<file path="config.mk">
export PLATFORM = sky130hd
export DESIGN_NAME = cic_interp_filter
export DESIGN_NICKNAME = d
export VERILOG_FILES = /design/src/rtl/cic_interp_filter.sv
export SDC_FILE = /design/constraint.sdc
export NUM_CORES = 1
export LEC_CHECK = 0
export ABC_CLOCK_PERIOD_IN_PS = 5810
export BUFFER_PORTS_ARGS = -buffer_cell sky130_fd_sc_hd__buf_4
export CORE_ASPECT_RATIO = 0.7
export CORE_MARGIN = 2
export CORE_UTILIZATION = 30
export DETAILED_ROUTE_END_ITERATION = 10
export GPL_TIMING_DRIVEN = 0
export PLACE_DENSITY_LB_ADDON = 0.05
export SLEW_MARGIN = 40
export SYNTH_ARGS = -nofsm -noshare
export SYNTH_HDL_FRONTEND = slang
export SYNTH_SLANG_ARGS = --single-unit
</file>
<file path="constraint.sdc">
create_clock -name clk -period 5.81 [get_ports clk]
set_clock_uncertainty 0.2 [all_clocks]
set_input_delay 0 -clock clk [delete_from_list [all_inputs] [get_ports clk]]
set_output_delay 0 -clock clk [all_outputs]
set_load 0.01 [all_outputs]
</file>
<file path="src/rtl/cic_interp_filter.sv">
// cic_interp_filter: N-stage CIC interpolator.
// Low-rate samples are accepted once every RATE clocks through din_valid/din_ready.
// They pass through N pipelined combs, are zero-stuffed by RATE, and then run through
// N integrators at the full clock rate. One output sample is produced on every clock.
// Optional build macro CIC_INTERP_ROUND_EN: when defined, the output is rounded half-up.
// When it is not defined, the output is truncated (arithmetic shift).
//
// Handshake: din is taken on a posedge when din_ready=1. din_ready is high exactly
// when the phase counter is 0, so it is high on 1 clock in RATE. If din_valid is low
// on that edge, a zero sample is used instead and the sticky underrun flag is set.
// The pipeline never stalls. din_valid on any other edge is ignored.
module cic_interp_filter #(
  parameter int WIDTH_IN  = 16,
  parameter int WIDTH_OUT = 16,
  parameter int RATE      = 8,
  parameter int STAGES    = 3,
  parameter int DELAY     = 1
) (
  input  logic                 clk,
  input  logic                 reset_b,
  input  logic [WIDTH_IN-1:0]  din,
  input  logic                 din_valid,
  output logic                 din_ready,
  output logic [WIDTH_OUT-1:0] dout,
  output logic                 dout_valid,
  output logic                 underrun
);

  localparam int W_INT = WIDTH_IN + STAGES * $clog2(RATE * DELAY);
  localparam int SHIFT = W_INT - WIDTH_OUT;
  localparam int PW    = $clog2(RATE);
  localparam int VPW   = 2 * STAGES + 2;
  localparam logic [PW-1:0] PHASE_LAST = PW'(RATE - 1);

  logic [PW-1:0]           phase_q, phase_d;
  logic                    underrun_q, underrun_d;
  logic signed [W_INT-1:0] x_q, x_d;
  logic [STAGES:0]         stb_q, stb_d;
  logic signed [W_INT-1:0] comb_q [STAGES];
  logic signed [W_INT-1:0] comb_d [STAGES];
  logic signed [W_INT-1:0] comb_in [STAGES];
  logic signed [W_INT-1:0] dly_q [STAGES][DELAY];
  logic signed [W_INT-1:0] dly_d [STAGES][DELAY];
  logic signed [W_INT-1:0] up_q, up_d;
  logic signed [W_INT-1:0] integ_q [STAGES];
  logic signed [W_INT-1:0] integ_d [STAGES];
  logic [VPW-1:0]          vpipe_q, vpipe_d;
  logic                    dout_valid_q, dout_valid_d;
  logic [WIDTH_OUT-1:0]    dout_q, dout_d;
  logic [WIDTH_OUT-1:0]    scaled;
  logic                    slot, accept;

  assign slot      = (phase_q == '0);
  assign accept    = slot & din_valid;
  assign din_ready = slot;

  assign dout       = dout_q;
  assign dout_valid = dout_valid_q;
  assign underrun   = underrun_q;

  // Comb inputs: stage 1 takes the captured sample, and each later stage takes the previous comb.
  assign comb_in[0] = x_q;
  for (genvar g = 1; g < STAGES; g++) begin : g_cin
    assign comb_in[g] = comb_q[g-1];
  end

  // Output scaling: keep the top WIDTH_OUT bits of the last integrator.
`ifdef CIC_INTERP_ROUND_EN
  if (SHIFT > 0) begin : g_round
    localparam logic [W_INT:0] HALF = (W_INT + 1)'(1) << (SHIFT - 1);
    assign scaled = WIDTH_OUT'(({integ_q[STAGES-1][W_INT-1], integ_q[STAGES-1]} + HALF) >> SHIFT);
  end else begin : g_noround
    assign scaled = WIDTH_OUT'(integ_q[STAGES-1]);
  end
`else
  assign scaled = WIDTH_OUT'(integ_q[STAGES-1] >>> SHIFT);
`endif

  // Next-state logic: phase, sample capture, strobed combs, zero-stuffing, integrators, output.
  always_comb begin
    phase_d    = (phase_q == PHASE_LAST) ? '0 : phase_q + PW'(1);
    underrun_d = underrun_q | (slot & ~din_valid);

    x_d = x_q;
    if (slot) begin
      x_d = din_valid ? {{(W_INT - WIDTH_IN){din[WIDTH_IN-1]}}, din} : '0;
    end

    // The slot pulse walks down this register and enables one comb per clock.
    stb_d = {stb_q[STAGES-1:0], slot};

    comb_d = comb_q;
    dly_d  = dly_q;
    for (int i = 0; i < STAGES; i++) begin
      if (stb_q[i]) begin
        comb_d[i]   = comb_in[i] - dly_q[i][DELAY-1];
        dly_d[i][0] = comb_in[i];
        for (int j = 1; j < DELAY; j++) begin
          dly_d[i][j] = dly_q[i][j-1];
        end
      end
    end

    // Zero-stuffing: the last comb output is taken for one clock, and zero is used on all other clocks.
    up_d = stb_q[STAGES] ? comb_q[STAGES-1] : '0;

    // Integrators run on every clock. Wrap-around is intended because the combs cancel it.
    integ_d[0] = integ_q[0] + up_q;
    for (int i = 1; i < STAGES; i++) begin
      integ_d[i] = integ_q[i] + integ_q[i-1];
    end

    // Bit 0 sticks once a sample is accepted. The top bit marks when that sample reaches dout.
    vpipe_d      = {vpipe_q[VPW-2:0], vpipe_q[0] | accept};
    dout_valid_d = vpipe_q[VPW-1];
    dout_d       = vpipe_q[VPW-1] ? scaled : '0;
  end

  // State registers with synchronous active-low clear of everything in flight.
  always_ff @(posedge clk) begin
    if (!reset_b) begin
      phase_q      <= '0;
      underrun_q   <= 1'b0;
      x_q          <= '0;
      stb_q        <= '0;
      up_q         <= '0;
      vpipe_q      <= '0;
      dout_valid_q <= 1'b0;
      dout_q       <= '0;
      for (int i = 0; i < STAGES; i++) begin
        comb_q[i]  <= '0;
        integ_q[i] <= '0;
        for (int j = 0; j < DELAY; j++) begin
          dly_q[i][j] <= '0;
        end
      end
    end else begin
      phase_q      <= phase_d;
      underrun_q   <= underrun_d;
      x_q          <= x_d;
      stb_q        <= stb_d;
      up_q         <= up_d;
      vpipe_q      <= vpipe_d;
      dout_valid_q <= dout_valid_d;
      dout_q       <= dout_d;
      comb_q       <= comb_d;
      integ_q      <= integ_d;
      dly_q        <= dly_d;
    end
  end

endmodule

</file>
# After elaboration in Yosys (flattened, before gate mapping)
# Index checks and enable logic that the tools add are counted.
[classes]
n_bitwise = 6
mux = 1
n_reduce_logical = 4
add_sub_neg = 7
n_eq_ne = 1
[op_table]
columns = ["operator", "n"]
rows = [
  ["adder 25 bit", 3],
  ["subtractor 25 bit", 3],
  ["2-to-1 mux 25 bit", 1],
  ["AND reduction 2 bit", 2],
  ["adder 3 x 1 -> 3 bit, second input constant", 1],
  ["== test 3 bit, second input constant", 1],
  ["zero test 3 bit", 1],
  ["bitwise AND 1 bit", 2],
  ["NOT 1 bit", 2],
  ["OR 1 bit", 2],
  ["OR reduction 2 bit", 1],
]
[totals]
input_bits = 19
out_inout_bits = 19
elab_cells = 36
regBits = 308

# Depth between registers and ports, before layout
# Gate-level depths: netlist (run 1).
[depth]
depth_word = 3
mapped_depth = 11
mapped_depth_nobuf = 11

# Worst setup path after synthesis (run 1)
# OpenSTA, ideal clock, no wires.
[synth_path]
path_type = "reg2reg"
from = "reg comb_q, in the netlist comb_in[25]"
to = "reg comb_q, in the netlist comb_in[22]"
required_ns = 5.540
t_arrival_ns = 2.574
path_slack_ns = 2.965
setup_ns = 0.070
period_less_slack_ns = 2.845
path_buffers = 0
path_stages_with_launch = 12
cell_sequence = "dfxtp_1 > inv_1 > ha_1 > fa_1 > nand2b_1 > a21boi_0 > o21ai_2 > a211oi_1 > nor4_1 > o211ai_1 > mux2_2 > a21oi_1"
[synth_via]
elab_chain_cells = 1
[synth_lines]
columns = ["element", "line_no", "text"]
rows = [
  ["start: declaration", "39", "logic signed [W_INT-1:0] comb_q [STAGES];"],
  ["start signal: assignment", "146", "comb_q <= comb_d;"],
  ["subtractor 25 bit", "96", "comb_d[i] = comb_in[i] - dly_q[i][DELAY-1];"],
]
# Every way passes these cells.
# A chain may end at the register's enable or synchronous reset.

# Final worst setup path (run 1)
# Same ends and word-level chain as after synthesis.

==> flow_summary.yaml, run 1 <==
run_status:
  status: "completed"
route:
  route.detailed.drc: 0
  drt_iter0_drc: 970
  num_vias: 13100
  ant_nets: 0
  routed_wl_um: 46500
  wl_per_cell_um: 17.7
  post_drt_via_cell_ratio: 4.98
  firstDrtPassIters: 7
clock_tree:
  clk_pin_slew_ns: 0.06
  cts_tree: "yes"
  clockBufferDepth: 3
  cts-htree-levels: 2
  cts_made_buffers: 35
  cts_sinks: 290
  clock_latency_ns: 0.55
  cts_root_buf: "clkbuf_16"
synthesis:
  syn-cell-area_um2: 15900
  synthTopCellsByArea: "dfxtp_1 (37%), ha_1 (11%), mux2i_1 (5.7%)"
  ys_ff_latch: 290
  yosys.area.top_type: "dfxtp_1"
  syn_nets: 1972
  netlist_instances: 1808
  yosysWarnings: 0
  synth.yosys.seq_area_share: 0.366
  syn-mean-instance-area_um2: 8.78
  synth_cell_types: 76
  yosysTopAreaCellShare: 0.366
  yosysMostFrequentCell: "dfxtp_1"
  synth_commonest_cells: "dfxtp_1 (290), nor2_1 (242), ha_1 (139)"
  async_flop_share: 0
  synth_edf_count: 0
  synth_flop_cell: "dfxtp_1"
sta:
  maxSlewViolCount: 0
  hold_slack_ns: 0.0241
  period_needed_ns: 3.43
  hold_viol_final: 0
  worst_pin_slew_ns: 0.850
  fmax_mhz: 291
  fin_setup_tns_ns: 0
  setup_violations: 0
  relSlewSlack: 0.433
  rsz0062_at_grt: "no"
  fin_crit_sh: 0.591
final_layout:
  area.sequential_um2: 5810
  nFillCells: 5375
  drive_gt1_frac: 0.0722
  multiInputGateArea_um2: 9410
  area_delta_synth_final_pct: 17.3
  final_nets: 2077
power_and_ir_drop:
  seq_power_share: 0.367
  cellPowerDensity_nw_per_um2: 311
  peakVddDrop_v: 0.000161
  power_switching_mw: 1.71
  p_comb_frac: 0.210
  swShare: 0.296
  power.internal_mw: 4.08
  clock_power_share: 0.423
  p_leak_nw: 8.06
global_routing:
  grtUsageTotal: 0.173
  grt_pass1_wl_um: 73700
  grt_overflow_total: 0
  grt_start_max_net_pins: 14
  antenna_found_initial: 1
  grt_pass1_vias: 12300
worst_setup_path:
  cp.arrival_ns: 3.70
  regToRegSetupSlack_ns: 2.38
  crit_type: "flip-flop to flip-flop"
  r2r_cells: 11
  critPathMaxFanout: 5
  required_ns: 6.08
  end_kind: "flip-flop"
  cp-start-kind: "flip-flop"
place:
  io_buffers: 36
  gp_congestion: 0.875
  hpwl_um: 35900
floorplanning:
  fp.dieW_um: 279
  ioPinCount: 38
  initial_core_util: 0.304
  placementRows: 70
  dieArea_um2: 54800
  core_um2: 52300
  die_h_um: 196
job:
  cap_violations: 0
worst_hold_path:
  worstHoldPathCells: 3
  hold_class: "input pin to flip-flop"
[timing repair]
action	CTS	global route
buffers inserted	0	0
resized for setup	0	0
endpoints found under the hold margin	18	0
hold buffers	32	0
[worst max-delay path, cell delays in order (launching register included)]
cell	delay, ns
dfxtp_1	0.35
inv_1	0.06
ha_1	0.23
fa_1	0.40
nand2b_1	0.16
a21boi_0	0.31
o21ai_2	0.16
a211oi_2	0.48
nor4_1	0.17
o211ai_1	0.34
mux2_2	0.37
a21oi_1	0.13
[final cells by class]
| cell class | count | share of cell area |
|---|---|---|
| multi-input combinational | 1342 | 0.505 |
| sequential | 290 | 0.312 |
| clock buffer | 48 | 0.0540 |
| tap | 684 | 0.0460 |
| timing repair buffer | 68 | 0.0317 |
| inverter | 105 | 0.0212 |
| buffer | 71 | 0.0155 |
| clock inverter | 15 | 0.0144 |
| antenna | 1 | 0.000134 |
[flip-flops by register name, indices dropped and copies added (netlist names)]
name	cells
phase_q	3
underrun	1
dout	16
stb_q	4
up_q	25
dly_q	66
vpipe_q	8
integ_q	75
comb_in	50
comb_q	25
x_q	16
dout_valid	1
[worst paths after layout]
| check | start | end |
|---|---|---|
| hold / removal | reset_b | comb_in[18]$_SDFFE_PN0P_ |
| hold reg to reg | vpipe_q[1]$_SDFF_PN0_ | vpipe_q[2]$_SDFF_PN0_ |
| setup reg to reg | comb_in[25]$_SDFFE_PN0P_ | comb_in[22]$_SDFFE_PN0P_ |
| setup / recovery | comb_in[25]$_SDFFE_PN0P_ | comb_in[22]$_SDFFE_PN0P_ |
[layer usage]
layer	GRT usage	wire, µm	up-vias
met4	0.0374	666	0
met2	0.218	15900	259
li1	-	-	6654
met1	0.290	27500	6117
met3	0.0309	2500	44
met5	0	0	-
[per-stage QoR]
stage                     std cells   util  setup slack [ns]  power [mW]  cell area (µm²)
after floorplan                1808      -              2.97        3.02            15900
after global placement         2528  0.325              2.15        3.34            17000
after detailed placement       2528  0.326              2.14        3.35            17000
after CTS                      2623  0.356              2.09        5.87            18600
after global routing           2623  0.356              2.07        6.11            18600
final                          2624  0.356              2.38        5.79            18600
[cells by family after synthesis]
group / after synthesis / share of synthesized area
XOR/XNOR: 102 / 0.0563
buffers and inverters: 176 / 0.0417
multiplexers: 94 / 0.0597
AND/OR/NAND/NOR: 549 / 0.165
AO/OA/AOI/OAI: 452 / 0.194
flip-flops: 290 / 0.366
adder cells (fa/ha/maj): 145 / 0.117
[power groups by stage]
stage / Clock, mW / Combinational [mW] / Sequential (mW)
final: 2.45 / 1.22 / 2.12
after global placement: 0 / 1.17 / 2.17
after CTS: 2.54 / 1.21 / 2.12
after floorplan: 0 / 0.870 / 2.15
after detailed placement: 0 / 1.18 / 2.17
after global routing: 2.62 / 1.36 / 2.13
[cells in the final DEF (no fill, tap or decap), types with 21 or more instances in the layout]
master / instances
buf_4: 36
a21o_1: 61
inv_1: 105
a211oi_1: 24
o21a_1: 26
nor2_1: 242
ha_1: 139
nand4_1: 23
mux2i_1: 91
a21oi_1: 112
clkbuf_1: 52
xnor2_1: 59
dfxtp_1: 290
clkbuf_16: 36
o21ai_0: 79
nand2_1: 79
nand3_1: 25
nor2b_1: 21
nand2b_1: 22
dlygate4sd3_1: 32
xor2_1: 43
and3_1: 52
and2_1: 21
Power figures use the tool's default switching activity.
==> inputs of run 2 (changes only) <==
Settings changed: ABC_CLOCK_PERIOD_IN_PS 5810 to 2890.
Clock period 5.81 ns to 2.89 ns, I/O delays scaled along.
==> run 2 against run 1 <==
  * Sequential power is 100% higher
  * Clock power up 100%
  * Die area is the same
  * Largest cell class unchanged
==> flow_summary.yaml, run 2 (synthesis results as in run 1) <==
sta:
  setup_slack_ns: 0.0156
  relSlewSlack: 0.429
  hold_viol_final: 0
  period_needed_ns: 2.87
  setup_violations: 0
  worst_pin_slew_ns: 0.857
  fin_crit_sh: 0.995
  fmax_mhz: 348
  rsz0062_at_grt: "yes"
  maxSlewViolCount: 0
  hold_slack_ns: 0.0411
clock_tree:
  clockBufferDepth: 3
  cts_made_buffers: 35
  clk_pin_slew_ns: 0.06
  cts_tree: "yes"
  cts_root_buf: "clkbuf_16"
  cts-htree-levels: 2
  cts_sinks: 290
  clock_latency_ns: 0.56
final_layout:
  layout_common_cells: "dfxtp_1 (283), nor2_1 (240), ha_1 (131), inv_1 (104), a21oi_1 (104)"
  final_common_cell: "dfxtp_1"
  area_delta_synth_final_pct: 22.0
  drive_gt1_frac: 0.124
  final_nets: 2117
  nFillCells: 5331
  largest_register_ffs: 75
  regMostFlops: "integ_q"
  fin_area_um2: 19400
run_status:
  status: "completed"
place:
  io_buffers: 36
  pre_cts_ws_ns: -0.783
  hpwl_um: 35900
  gp_congestion: 0.875
  dpl_cell_area_um2: 17000
power_and_ir_drop:
  p_leak_nw: 8.27
  peakVddDrop_v: 0.000333
  cellPowerDensity_nw_per_um2: 619
  report.power.total_mw: 12.0
global_routing:
  grt_pass1_vias: 12500
  antenna_found_initial: 1
  grt_start_max_net_pins: 14
  grt_overflow_total: 0
  grtUsageTotal: 0.175
  grt_pass1_wl_um: 74600
worst_setup_path:
  required_ns: 3.10
  cp.arrival_ns: 3.08
  crit_type: "flip-flop to flip-flop"
  r2r_cells: 11
  timing.rr.start: "dly_q[30]$_SDFFE_PN0P_"
  critPathMaxFanout: 4
  regToRegSetupSlack_ns: 0.02
  cp-start-kind: "flip-flop"
  reg2reg_to: "comb_in[23]$_SDFFE_PN0P_"
  end_kind: "flip-flop"
worst_hold_path:
  hold-path-endpoint: "x_q[10]$_SDFFE_PN0P_"
  hold_class: "input pin to flip-flop"
  worstHoldPathCells: 3
  min-delay-start: "din[10]"
route:
  wl_per_cell_um: 17.9
  post_drt_via_cell_ratio: 4.99
  drt_iter0_drc: 918
  ant_nets: 0
  firstDrtPassIters: 7
  routed_wl_um: 47600
  route.detailed.drc: 0
  num_vias: 13300
floorplanning:
  core_um2: 52300
  fp.dieW_um: 279
  die_h_um: 196
  initial_core_util: 0.304
  placementRows: 70
  dieArea_um2: 54800
  ioPinCount: 38
job:
  cap_violations: 0
==> run 2: power by group <==
group          internal (mW)  switching [mW]  leakage (nW)
Sequential              4.15           0.117          2.35
Combinational           1.19            1.61          5.30
Clock                   3.07            1.86         0.624
Total                   8.41            3.59          8.27
==> run 2: per-layer routing <==
layer  routed length (µm)  track usage
met1                28000        0.291
met4                  642       0.0378
met3                 2270       0.0321
met5                    0            0
met2                16700        0.223
==> run 2: worst max path at each step <==
stage | end | depth (start not counted) | slack [ns] | startpoint
after floorplan | comb_in[22]$_SDFFE_PN0P_ | 11 | 0.05 | comb_in[25]$_SDFFE_PN0P_
after global placement | comb_in[22]$_SDFFE_PN0P_ | 11 | -0.77 | comb_in[25]$_SDFFE_PN0P_
after detailed placement | comb_in[22]$_SDFFE_PN0P_ | 11 | -0.78 | comb_in[25]$_SDFFE_PN0P_
after CTS | comb_in[22]$_SDFFE_PN0P_ | 11 | -0.08 | comb_in[25]$_SDFFE_PN0P_
after global routing | integ_q[66]$_SDFF_PN0_ | 11 | -0.06 | integ_q[50]$_SDFF_PN0_
final | comb_in[23]$_SDFFE_PN0P_ | 11 | 0.02 | dly_q[30]$_SDFFE_PN0P_
==> run 2: critical path, stage by stage (launching register included) <==
cell	delay, ns
dfxtp_1	0.33
inv_1	0.04
ha_1	0.32
o21a_1	0.21
o21ai_2	0.30
a41oi_4	0.10
a211oi_4	0.50
buf_4	0.20
a21oi_2	0.06
a211oi_2	0.19
xor2_1	0.18
o21ai_0	0.10
==> run 2: cell type report <==
class	instances	area, µm²	share of cell area
Timing Repair Buffer	108	898	0.0464
Clock buffer	48	1010	0.0519
Multi-Input combinational cell	1342	9850	0.508
Buffer	71	288	0.0149
Inverter	105	394	0.0203
Tap cell	684	856	0.0442
Antenna cell	1	2.50	0.000129
Sequential cell	290	5810	0.300
Clock inverter	15	268	0.0138
==> run 2: per-stage QoR <==
stage                      util  cells  setup TNS, ns
after floorplan               -   1808              0
after global placement    0.325   2528         -56.40
after detailed placement  0.326   2528          -6.88
after CTS                 0.363   2648         -0.189
after global routing      0.370   2663         -0.232
final                     0.371   2664              0
==> run 2: what timing repair did <==
item,4_1_cts,5_1_grt
endpoints found under the hold margin,18,0
pin swaps,19,42
hold buffers,32,0
setup endpoints to repair,40,50
buffers inserted,25,15
resized for setup,43,60
